File: config.mk
export PLATFORM = sky130hd
export DESIGN_NAME = morse_tone_sequencer_flat
export DESIGN_NICKNAME = d
export VERILOG_FILES = /design/src/rtl/morse_seq_pkg.sv /design/src/rtl/morse_tone_sequencer_if.sv /design/src/rtl/morse_sym_fifo.sv /design/src/rtl/morse_tone_sequencer.sv /design/src/flat_wrapper.sv
export SDC_FILE = /design/constraint.sdc
export NUM_CORES = 1
export LEC_CHECK = 0
export BUFFER_PORTS_ARGS = -buffer_cell sky130_fd_sc_hd__buf_2
export CAP_MARGIN = 10
export CORE_ASPECT_RATIO = 1.2
export CORE_MARGIN = 10
export CORE_UTILIZATION = 52
export DETAILED_ROUTE_END_ITERATION = 7
export MAX_ROUTING_LAYER = met4
export PLACE_DENSITY_LB_ADDON = 0.12
export SLEW_MARGIN = 20
export SYNTH_ARGS = -nofsm -noshare
export SYNTH_HDL_FRONTEND = slang
export SYNTH_HIERARCHICAL = 1
export SYNTH_SLANG_ARGS = --single-unit
File: constraint.sdc
create_clock -name clk -period 6.5 [get_ports clk]
set_clock_uncertainty 0.15 [all_clocks]
set_input_delay 0 -clock clk [delete_from_list [all_inputs] [get_ports clk]]
set_output_delay 0 -clock clk [all_outputs]
set_load 0.02 [all_outputs]
File: src/rtl/morse_seq_pkg.sv
// Shared types and Morse timing constants for the tone sequencer.
package morse_seq_pkg;

    typedef enum logic [2:0] {
        S_IDLE,
        S_LOAD,
        S_TONE,
        S_GAP,
        S_CHAR_GAP,
        S_CLICK
    } state_e;

    localparam int DOT_UNITS      = 1;
    localparam int DASH_UNITS     = 3;
    localparam int ELEM_GAP_UNITS = 1;
    localparam int CHAR_GAP_UNITS = 3;
    localparam int WORD_GAP_UNITS = 7;
    localparam int MAX_ELEMS      = 8;

    typedef struct packed {
        logic [3:0] len;
        logic [7:0] bits;
    } sym_t;

    function automatic logic [3:0] clamp_len(input logic [3:0] len);
        return (len > 4'(MAX_ELEMS)) ? 4'(MAX_ELEMS) : len;
    endfunction

endpackage

File: src/rtl/morse_tone_sequencer_if.sv
// Symbol push channel between the UI controller (master) and the sequencer (slave).
interface morse_tone_sequencer_if;
    logic       sym_valid;
    logic       sym_ready;
    logic [3:0] sym_len;
    logic [7:0] sym_bits;

    modport master (output sym_valid, sym_len, sym_bits, input sym_ready);
    modport slave  (input sym_valid, sym_len, sym_bits, output sym_ready);
endinterface

File: src/rtl/morse_sym_fifo.sv
// Small synchronous symbol queue with flush; full/empty from wrap-bit pointers.
module morse_sym_fifo #(
    parameter int DEPTH = 4,
    parameter int WIDTH = 12
) (
    input  logic             clk,
    input  logic             rst_n,
    input  logic             push,
    input  logic             pop,
    input  logic             flush,
    input  logic [WIDTH-1:0] din,
    output logic [WIDTH-1:0] dout,
    output logic             full,
    output logic             empty
);
    localparam int AW = $clog2(DEPTH);

    logic [WIDTH-1:0] mem [DEPTH];
    logic [AW:0]      wr_ptr, rd_ptr;

    assign empty = (wr_ptr == rd_ptr);
    assign full  = (wr_ptr[AW] != rd_ptr[AW]) && (wr_ptr[AW-1:0] == rd_ptr[AW-1:0]);
    assign dout  = mem[rd_ptr[AW-1:0]];

    always_ff @(posedge clk or negedge rst_n) begin
        if (!rst_n) begin
            wr_ptr <= '0;
            rd_ptr <= '0;
        end else if (flush) begin
            wr_ptr <= '0;
            rd_ptr <= '0;
        end else begin
            if (push && !full) wr_ptr <= wr_ptr + (AW+1)'(1);
            if (pop && !empty) rd_ptr <= rd_ptr + (AW+1)'(1);
        end
    end

    always_ff @(posedge clk) begin
        if (push && !full && !flush) mem[wr_ptr[AW-1:0]] <= din;
    end

endmodule

File: src/rtl/morse_tone_sequencer.sv
// Plays queued Morse symbols on the piezo; MORSE_SEQ_CLICK_EN adds idle key-click beeps.
module morse_tone_sequencer
    import morse_seq_pkg::*;
#(
    parameter int          UNIT_CYCLES  = 3_000_000,
    parameter logic [31:0] TONE_DIV     = 32'd25_000,
    parameter logic [31:0] CLICK_DIV    = 32'd12_500,
    parameter int          CLICK_CYCLES = 500_000,
    parameter int          FIFO_DEPTH   = 4
) (
    input  logic                         clk,
    input  logic                         rst_n,
    morse_tone_sequencer_if.slave        sym,
    input  logic                         click_req,
    input  logic                         flush,
    output logic                         piezo_en,
    output logic [31:0]                  piezo_freq,
    output logic                         busy,
    output logic                         done
);
    localparam int UCW = $clog2(UNIT_CYCLES + 1);

    state_e         state, state_nxt;
    logic [UCW-1:0] unit_cnt, unit_cnt_nxt;
    logic [2:0]     units_left, units_nxt;
    logic [3:0]     len_q;
    logic [7:0]     bits_q;
    logic [2:0]     idx;
    logic           push, pop, full, empty, idx_inc, done_nxt;
    logic           unit_end, timed, timed_end, last_elem;
    sym_t           head;

    // Ready ignores a same-cycle pop so a full queue never takes a bypass write.
    assign sym.sym_ready = !full && !flush;
    assign push          = sym.sym_valid && sym.sym_ready;

    morse_sym_fifo #(.DEPTH(FIFO_DEPTH), .WIDTH($bits(sym_t))) u_fifo (
        .clk   (clk),
        .rst_n (rst_n),
        .push  (push),
        .pop   (pop),
        .flush (flush),
        .din   ({clamp_len(sym.sym_len), sym.sym_bits}),
        .dout  (head),
        .full  (full),
        .empty (empty)
    );

    assign unit_end  = (unit_cnt == UCW'(UNIT_CYCLES - 1));
    assign timed     = (state == S_TONE) || (state == S_GAP) || (state == S_CHAR_GAP);
    assign timed_end = unit_end && (units_left == 3'd1);
    assign last_elem = ({1'b0, idx} == len_q - 4'd1);
    assign busy      = (state != S_IDLE) || !empty;

`ifdef MORSE_SEQ_CLICK_EN
    localparam int CCW = $clog2(CLICK_CYCLES + 1);
    logic [CCW-1:0] click_cnt;

    always_ff @(posedge clk or negedge rst_n) begin
        if (!rst_n) begin
            click_cnt  <= '0;
            piezo_freq <= TONE_DIV;
        end else begin
            click_cnt  <= (state == S_CLICK) ? click_cnt + CCW'(1) : '0;
            piezo_freq <= (state_nxt == S_CLICK) ? CLICK_DIV : TONE_DIV;
        end
    end
`else
    logic unused_click;
    assign unused_click = click_req ^ (|CLICK_DIV) ^ (CLICK_CYCLES != 0);
    assign piezo_freq   = TONE_DIV;
`endif

    always_comb begin
        state_nxt    = state;
        unit_cnt_nxt = '0;
        units_nxt    = units_left;
        pop          = 1'b0;
        idx_inc      = 1'b0;
        done_nxt     = 1'b0;
        if (timed && unit_end) units_nxt = units_left - 3'd1;
        else if (timed)        unit_cnt_nxt = unit_cnt + UCW'(1);

        case (state)
            S_IDLE: begin
                if (!empty) state_nxt = S_LOAD;
`ifdef MORSE_SEQ_CLICK_EN
                else if (click_req) state_nxt = S_CLICK;
`endif
            end
            S_LOAD: begin
                pop = 1'b1;
                if (head.len == 4'd0) begin
                    state_nxt = S_CHAR_GAP;
                    units_nxt = 3'(WORD_GAP_UNITS);
                end else begin
                    state_nxt = S_TONE;
                    units_nxt = head.bits[0] ? 3'(DASH_UNITS) : 3'(DOT_UNITS);
                end
            end
            S_TONE: begin
                if (timed_end) begin
                    state_nxt = last_elem ? S_CHAR_GAP : S_GAP;
                    units_nxt = last_elem ? 3'(CHAR_GAP_UNITS) : 3'(ELEM_GAP_UNITS);
                end
            end
            S_GAP: begin
                if (timed_end) begin
                    state_nxt = S_TONE;
                    idx_inc   = 1'b1;
                    units_nxt = bits_q[idx + 3'd1] ? 3'(DASH_UNITS) : 3'(DOT_UNITS);
                end
            end
            S_CHAR_GAP: begin
                if (timed_end) begin
                    state_nxt = S_IDLE;
                    done_nxt  = 1'b1;
                end
            end
`ifdef MORSE_SEQ_CLICK_EN
            S_CLICK: begin
                if (click_cnt == CCW'(CLICK_CYCLES - 1)) state_nxt = S_IDLE;
            end
`endif
            default: state_nxt = S_IDLE;
        endcase

        if (flush) begin
            state_nxt    = S_IDLE;
            unit_cnt_nxt = '0;
            pop          = 1'b0;
            done_nxt     = 1'b0;
        end
    end

    always_ff @(posedge clk or negedge rst_n) begin
        if (!rst_n) begin
            state      <= S_IDLE;
            unit_cnt   <= '0;
            units_left <= '0;
            len_q      <= '0;
            bits_q     <= '0;
            idx        <= '0;
            piezo_en   <= 1'b0;
            done       <= 1'b0;
        end else begin
            state      <= state_nxt;
            unit_cnt   <= unit_cnt_nxt;
            units_left <= units_nxt;
            done       <= done_nxt;
            // Output follows next state so the tone lines up with the TONE/CLICK cycles.
            piezo_en   <= (state_nxt == S_TONE) || (state_nxt == S_CLICK);
            if (state == S_LOAD) begin
                len_q  <= head.len;
                bits_q <= head.bits;
                idx    <= '0;
            end else if (idx_inc) begin
                idx <= idx + 3'd1;
            end
        end
    end

endmodule

File: src/flat_wrapper.sv
// flat-port wrapper written by rule: the top's interface ports become plain ports
module morse_tone_sequencer_flat import morse_seq_pkg::*;
#(
    parameter int          UNIT_CYCLES  = 3_000_000,
    parameter logic [31:0] TONE_DIV     = 32'd25_000,
    parameter logic [31:0] CLICK_DIV    = 32'd12_500,
    parameter int          CLICK_CYCLES = 500_000,
    parameter int          FIFO_DEPTH   = 4
)
  (clk, rst_n, click_req, flush, piezo_en, piezo_freq, busy, done, sym_sym_valid, sym_sym_len, sym_sym_bits, sym_sym_ready);
  morse_tone_sequencer_if sym_i ();
  input  logic clk;
  input  logic rst_n;
  input  logic click_req;
  input  logic flush;
  output logic piezo_en;
  output logic [31:0] piezo_freq;
  output logic busy;
  output logic done;
  input wire logic [$bits(sym_i.sym_valid)-1:0] sym_sym_valid;
  input wire logic [$bits(sym_i.sym_len)-1:0] sym_sym_len;
  input wire logic [$bits(sym_i.sym_bits)-1:0] sym_sym_bits;
  output wire logic [$bits(sym_i.sym_ready)-1:0] sym_sym_ready;
  assign sym_i.sym_valid = sym_sym_valid;
  assign sym_i.sym_len = sym_sym_len;
  assign sym_i.sym_bits = sym_sym_bits;
  assign sym_sym_ready = sym_i.sym_ready;
  morse_tone_sequencer #(.UNIT_CYCLES(UNIT_CYCLES), .TONE_DIV(TONE_DIV), .CLICK_DIV(CLICK_DIV), .CLICK_CYCLES(CLICK_CYCLES), .FIFO_DEPTH(FIFO_DEPTH)) u_core (.clk(clk), .rst_n(rst_n), .sym(sym_i), .click_req(click_req), .flush(flush), .piezo_en(piezo_en), .piezo_freq(piezo_freq), .busy(busy), .done(done));
endmodule
# Word level (Yosys, flattened, before mapping)
# Memories as Yosys holds them, arrays and structs flattened.
# Index checks and enable logic that the tools add are counted.
[totals]
in_bits = 17
elab_cells = 88
n_memories = 1
ramBits = 48
ff_bits = 51
output_inout_bits = 36
[memory_table]
columns = ["name", "words", "word_bits", "read_ports", "rd_clocked_by_memory_dff", "wr", "line", "rtl"]
rows = [
  ["u_core.u_fifo.mem", 4, 12, 1, 0, 1, "morse_sym_fifo.sv:18", "logic [WIDTH-1:0] mem [DEPTH];"],
]
[classes]
addsub = 6
magnitude_cmp = 2
n_reduce_logical = 21
n_mux = 36
n_eq_ne = 12
[ops]
columns = ["operator", "count"]
rows = [
  ["$mux 22", 3],
  ["$mux 3", 17],
  ["$add 22x1->22 const B", 1],
  ["$eq 22x22->1 const B", 1],
  ["$pmux 3 s5", 1],
  ["$add 3x1->3 const B", 3],
  ["$eq 3x2->1 const B", 3],
  ["$mux 1", 9],
  ["$pmux 3 s3", 1],
  ["$logic_and 1x1->1", 8],
  ["$eq 3x1->1 const B", 2],
  ["$eq 3x3->1 const B", 2],
  ["$mux 2", 3],
  ["$reduce_bool 2->1", 3],
  ["$eq 3x4->1", 1],
  ["$gt 4x4->1 const B", 1],
  ["$logic_not 4->1", 1],
  ["$logic_or 1x1->1", 4],
  ["$lt 3x4->1 const B", 1],
  ["$mux 4", 1],
  ["$sub 4x1->4 const B", 1],
  ["$bmux 1 s3", 1],
  ["$eq 3x3->1", 1],
  ["$logic_not 1->1", 3],
  ["other kinds (5)", 5],
]

# Longest topological paths before layout
[depth]
ltp_word = 9
mapped_depth = 9
mapped_depth_nobuf = 8

# Modules after synthesis
# The synthesis kept the hierarchy.
[modules_own_cells]
columns = ["module", "instances", "cells_per_inst", "area_per_inst_um2"]
rows = [
  ["morse_tone_sequencer", 1, 287, 2815.2],
  ["morse_sym_fifo", 1, 133, 2357.3],
]

# Worst setup path before layout
# OpenSTA, ideal clock, no wires.
[synth_timing]
path_type = "register to register"
start = "reg u_core.u_fifo.wr_ptr[1]"
end = "mem u_core.u_fifo.mem[0][0], enable pin"
path_buffers = 1
setup_ps = 355
slack_ps = 3983
arrival_ps = 2012
stages_incl_launch_ff = 10
t_required_ps = 5995
synth_period_minus_slack_ps = 2517
cell_sequence = "dfrtp_1 buf_2 xnor2_2 nand3_2 inv_1 nor2_1 and2_1 inv_1 nor2_1 and3_1"
[synth_via]
elab_chain_cells = 9
[synth_lines]
columns = ["element", "line", "rtl"]
rows = [
  ["start: declaration", "morse_sym_fifo.sv:19", "logic [AW:0] wr_ptr, rd_ptr;"],
  ["start signal: assignment", "morse_sym_fifo.sv:33", "if (push && !full) wr_ptr <= wr_ptr + (AW+1)'(1);"],
  ["$eq 2x2->1", "morse_sym_fifo.sv:22", "assign full = (wr_ptr[AW] != rd_ptr[AW]) && (wr_ptr[AW-1:0] == rd_ptr[AW-1:0]);"],
  ["$logic_and 1x1->1", "morse_sym_fifo.sv:22", ""],
  ["net u_core.full", "morse_tone_sequencer.sv:29", "logic push, pop, full, empty, idx_inc, done_nxt;"],
  ["$logic_not 1->1", "morse_tone_sequencer.sv:34", "assign sym.sym_ready = !full && !flush;"],
  ["$logic_and 1x1->1", "morse_tone_sequencer.sv:34", ""],
  ["net sym_sym_ready", "flat_wrapper.sv:23", "output wire logic [$bits(sym_i.sym_ready)-1:0] sym_sym_ready;"],
  ["$logic_and 1x1->1", "morse_tone_sequencer.sv:35", "assign push = sym.sym_valid && sym.sym_ready;"],
  ["net u_core.push", "morse_tone_sequencer.sv:29", ""],
  ["$logic_and 1x1->1 (2 in a row)", "morse_sym_fifo.sv:39", "if (push && !full && !flush) mem[wr_ptr[AW-1:0]] <= din;"],
  ["$mux 1", "morse_sym_fifo.sv:39", ""],
  ["$mux 1 (implied by the code)", "morse_sym_fifo.sv:39", ""],
  ["end: declaration", "morse_sym_fifo.sv:18", ""],
]
# The timed path passes the listed nets, and every way through them passes these cells.

# Worst setup path in the final report
[layout_timing]
start = "reg u_core.u_fifo.rd_ptr[1]"
end = "mem u_core.u_fifo.mem[2][2], enable pin"
[layout_via]
elab_chain_cells = 9
[layout_lines]
columns = ["element", "line", "rtl"]
rows = [
  ["start: declaration", "morse_sym_fifo.sv:19", ""],
  ["start signal: assignment", "morse_sym_fifo.sv:34", "if (pop && !empty) rd_ptr <= rd_ptr + (AW+1)'(1);"],
  ["$eq 2x2->1", "morse_sym_fifo.sv:22", ""],
  ["$logic_and 1x1->1", "morse_sym_fifo.sv:22", ""],
  ["net u_core.full", "morse_tone_sequencer.sv:29", ""],
  ["$logic_not 1->1", "morse_tone_sequencer.sv:34", ""],
  ["$logic_and 1x1->1", "morse_tone_sequencer.sv:34", ""],
  ["$logic_and 1x1->1", "morse_tone_sequencer.sv:35", ""],
  ["net u_core.push", "morse_tone_sequencer.sv:29", ""],
  ["$logic_and 1x1->1 (2 in a row)", "morse_sym_fifo.sv:39", ""],
  ["$mux 1", "morse_sym_fifo.sv:39", ""],
  ["$mux 1 (implied by the code)", "morse_sym_fifo.sv:39", ""],
]
# The timed path passes the listed nets, and every way through them passes these cells.

==> PnR_summary.wiki <==
{| class="wikitable"
! Metric !! Value
|-
| Effective utilization at floorplan || 0.538
|-
| Category of the most critical setup path || reg2reg
|-
| Dominant register cell in the synthesized netlist || dfrtp_1
|-
| Result of the run || completed
|-
| Overall fraction of global-route tracks in use || 0.143
|-
| Flop and latch count out of synthesis || 99
|-
| FMAX || ~320 MHz
|-
| Combinational family with the most area after synthesis || simple AND/OR/NAND/NOR gates
|-
| Worst ir drop on vdd || a little over 200 µV
|-
| Final critical-path share of the clock period || 0.484
|-
| Detailed-routing iteration count for the pre-antenna-repair pass || 4
|-
| Post-synthesis adder-cell area fraction || 0.0242
|-
| Top-Level Pins || 53
|-
| Total length of routed wires || between 9 and 10 mm
|-
| Placed standard-cell area || about 5200 µm²
|-
| Relative slew slack || 0.427
|-
| Root Driver || clkbuf_16
|-
| Shortest period the worst path allows || between 3 and 4 ns
|-
| Number of cells upsized or downsized after cts || 0
|-
| Yosys Warn Count || 6
|-
| Die width || roughly 110 µm
|-
| Areal power density over the cells || 297 nW/µm²
|-
| Setup Total Neg Slack || 0 ns
|-
| Maximum net fanout on the critical path || 20
|-
| Met3 usage in global routing || 0.0411
|-
| Worst-case setup margin in the final layout || approximately 3.4 ns
|-
| Layout Cell Area excl Fill || ~5600 µm²
|-
| Clock sinks || 99
|-
| Unique cell type count in the Yosys netlist || around 70
|-
| Area share of the leading cell type in the synthesized netlist || 0.279
|-
| Xor/xnor cell area share of the yosys netlist || 0.0566
|-
| Share of the synthesized area in compound gates (AO/OA/AOI/OAI) || 0.0636
|-
| Clock tree from TritonCTS || done
|-
| Initial antenna violation count || 0
|-
| Number of max-slew violations in the final report || 0
|-
| Data required, critical path || 6.33 ns
|-
| Final count of hold timing violations || 0
|-
| Clock insertion delay at the later pin of the skew report || roughly 0.35 ns
|-
| First-pass GRT wire length || between 15 and 20 mm
|-
| Antenna fix cells || 0
|-
| Congestion Overflow GR || 0
|-
| Vias || 3197
|-
| Mean instance size in the synthesized netlist || 12.3 µm²
|-
| Via count of the first global-routing pass || about 3200
|-
| Top area cells in the synthesized netlist || edfxtp_1, dfrtp_1, mux4_2
|-
| Sequential share of the synthesized area || 0.525
|-
| Met2 Use GR || 0.231
|-
| Hold crit path type || in2reg
|-
| Simple-gate area share of the yosys netlist || 0.159
|-
| Slew @ Worst Pin || about 0.86 ns
|-
| Pin count of the biggest net entering global routing || between 50 and 60
|-
| Setup fix buffers added after clock tree synthesis || 0
|-
| Leading cell type in the layout, fill and taps excluded || dfrtp_1
|-
| Commonest cells after routing, fill and taps aside || dfrtp_1, edfxtp_1, nor2_1, conb_1, inv_1
|-
| Residual DRC || 0
|-
| Launch instance of the worst register-to-register path || u_core/u_fifo/rd_ptr[1]
|-
| Antenna-violating nets left || 0
|-
| Routing layer with the top usage in global route || met2
|-
| Arrival time at the worst endpoint || 2.98 ns
|-
| # rows || 39
|-
| Area leader, netlist || edfxtp_1
|-
| Final RePlAce weighted congestion || slightly above 0.8
|-
| Via-per-instance ratio || roughly 5.6
|-
| Number of setup violations in the final report || 0
|-
| Area inside the core boundary || just under 10000 µm²
|-
| Maximum clock insertion buffer count || 2
|-
| Area growth from synthesis to final layout || 8.73%
|-
| Leakage component of the power || between 2 and 2.5 nW
|-
| Number of enable-type register cells in the synthesized netlist || 48
|-
| Element type at the critical path end || register
|-
| Worst setup path startpoint || u_core/u_fifo/rd_ptr[1]
|-
| Unrepaired setup endpoints after global routing || no
|-
| CP startpoint kind || register
|-
| Maximum level of the CTS H-tree || 3
|-
| Die Y-Extent || approximately 130 µm
|-
| Number of hold-repair buffers added at the cts stage || 14
|-
| Netlist area before placement || approximately 5200 µm²
|-
| Worst Setup Slack post-DPL || ~3.3 ns
|-
| Routed WL per cell || between 15 and 20 µm
|-
| Proportion of synthesized area in mux cells || 0.0847
|-
| IO Port Bufs || 19
|-
| Share of flip-flops with an asynchronous set or reset after synthesis || 0.515
|-
| Number of standard cells after synthesis || 420
|-
| Max-cap violations || 0
|-
| DIE AREA || about 14000 µm²
|-
| Worst hold slack across all endpoints || between 0.04 and 0.05 ns
|-
| Violation count after the first detailed-route iteration || between 150 and 200
|-
| DPL Wire Length || between 6 and 7 mm
|-
| Share of final-layout standard cells stronger than drive strength 1 || 0.185
|-
| TritonCTS buffer count || 9
|-
| Start point of the worst hold path || sym_sym_valid
|-
| # nets final || approximately 480
|-
| GR Util met1 || 0.170
|-
| Clock input transition at the sequential cells of the worst setup and hold paths || around 0.07 ns
|-
| Share of the core filled with cells in the final layout || 0.585
|}
[worst max-delay path, stage by stage, from the launching register on]
cell and delay (ns):
dfrtp_1 0.90, xnor2_2 0.24, nand3_2 0.16, inv_1 0.05, nor2_1 0.13, and2_1 0.27, inv_1 0.12, nor2_1 0.15
and3_1 0.60
[routing by layer]
| layer | share of wire | up-vias |
|---|---|---|
| li1 | - | 1534 |
| met1 | 0.44 | 1590 |
| met2 | 0.51 | 62 |
| met3 | 0.039 | 11 |
| met4 | 0.012 | 0 |
| met5 | 0 | - |
[path summary, 6_finish.rpt]
kind / endpoint / cells past startpoint / slack (ns)
setup / recovery: u_core/u_fifo/mem[2][2] / 8 / 3.35
hold / removal: u_core/u_fifo/wr_ptr[1] / 4 / 0.04
setup reg to reg: u_core/u_fifo/mem[2][2] / 8 / 3.35
hold reg to reg: u_core/bits_q[6] / 1 / 0.36
max in group asynchronous: u_core/bits_q[3] / 3 / 5.60
min in group asynchronous: u_core/bits_q[7] / 3 / 0.16
[registers in the layout, indices dropped and copies added, names as in the netlist]
name and cells:
u_core/done 1, u_core/u_fifo/wr_ptr 3, u_core/u_fifo/mem 48, u_core/idx 3
u_core/unit_cnt 22, u_core/state 3, u_core/u_fifo/rd_ptr 3, u_core/piezo_en 1
u_core/len_q 4, u_core/units_left 3, u_core/bits_q 8
[per-stage QoR]
| step | total power [mW] | instances |
|---|---|---|
| after floorplan | 1.10 | 450 |
| final | 1.67 | 576 |
| after detailed placement | 1.16 | 546 |
| after CTS | 1.69 | 576 |
| after global routing | 1.77 | 576 |
| after global placement | 1.15 | 546 |
[Yosys cell counts, drive strengths merged (8+ instances only)]
cell type	count
xor2	10
nor2	37
mux2	10
nor3	9
edfxtp	48
o21ai	8
ha	10
dfrtp	51
nand4	13
nand3	16
inv	21
buf	44
nor2b	8
nand2	15
mux4	14
and3	9
xnor2	20
nor4	9
[report_power, final]
| part | switching (mW) | leakage [nW] | total [mW] | internal, mW |
|---|---|---|---|---|
| sequential | 0.0592 | 1.12 | 0.779 | 0.719 |
| combinational | 0.200 | 0.901 | 0.370 | 0.169 |
| clock | 0.254 | 0.142 | 0.525 | 0.271 |
[logic make-up after synthesis]
logic type                 Yosys count
AOI/OAI and AO/OA                   46
xor gates and xnor gates            30
adders and majority gates           10
buffers and inverters               69
DFF                                 99
muxes                               25
other                                2
and+or+nand+nor                    139
[layout make-up]
cell class,count,area (µm²)
clock buffer,9,225
clock inverter,7,67.6
fill,785,3990
inverter,21,78.8
multi-input combinational,282,2130
sequential,99,2720
tap,123,154
timing repair buffer,35,250
(Power assumes the default switching activity.)
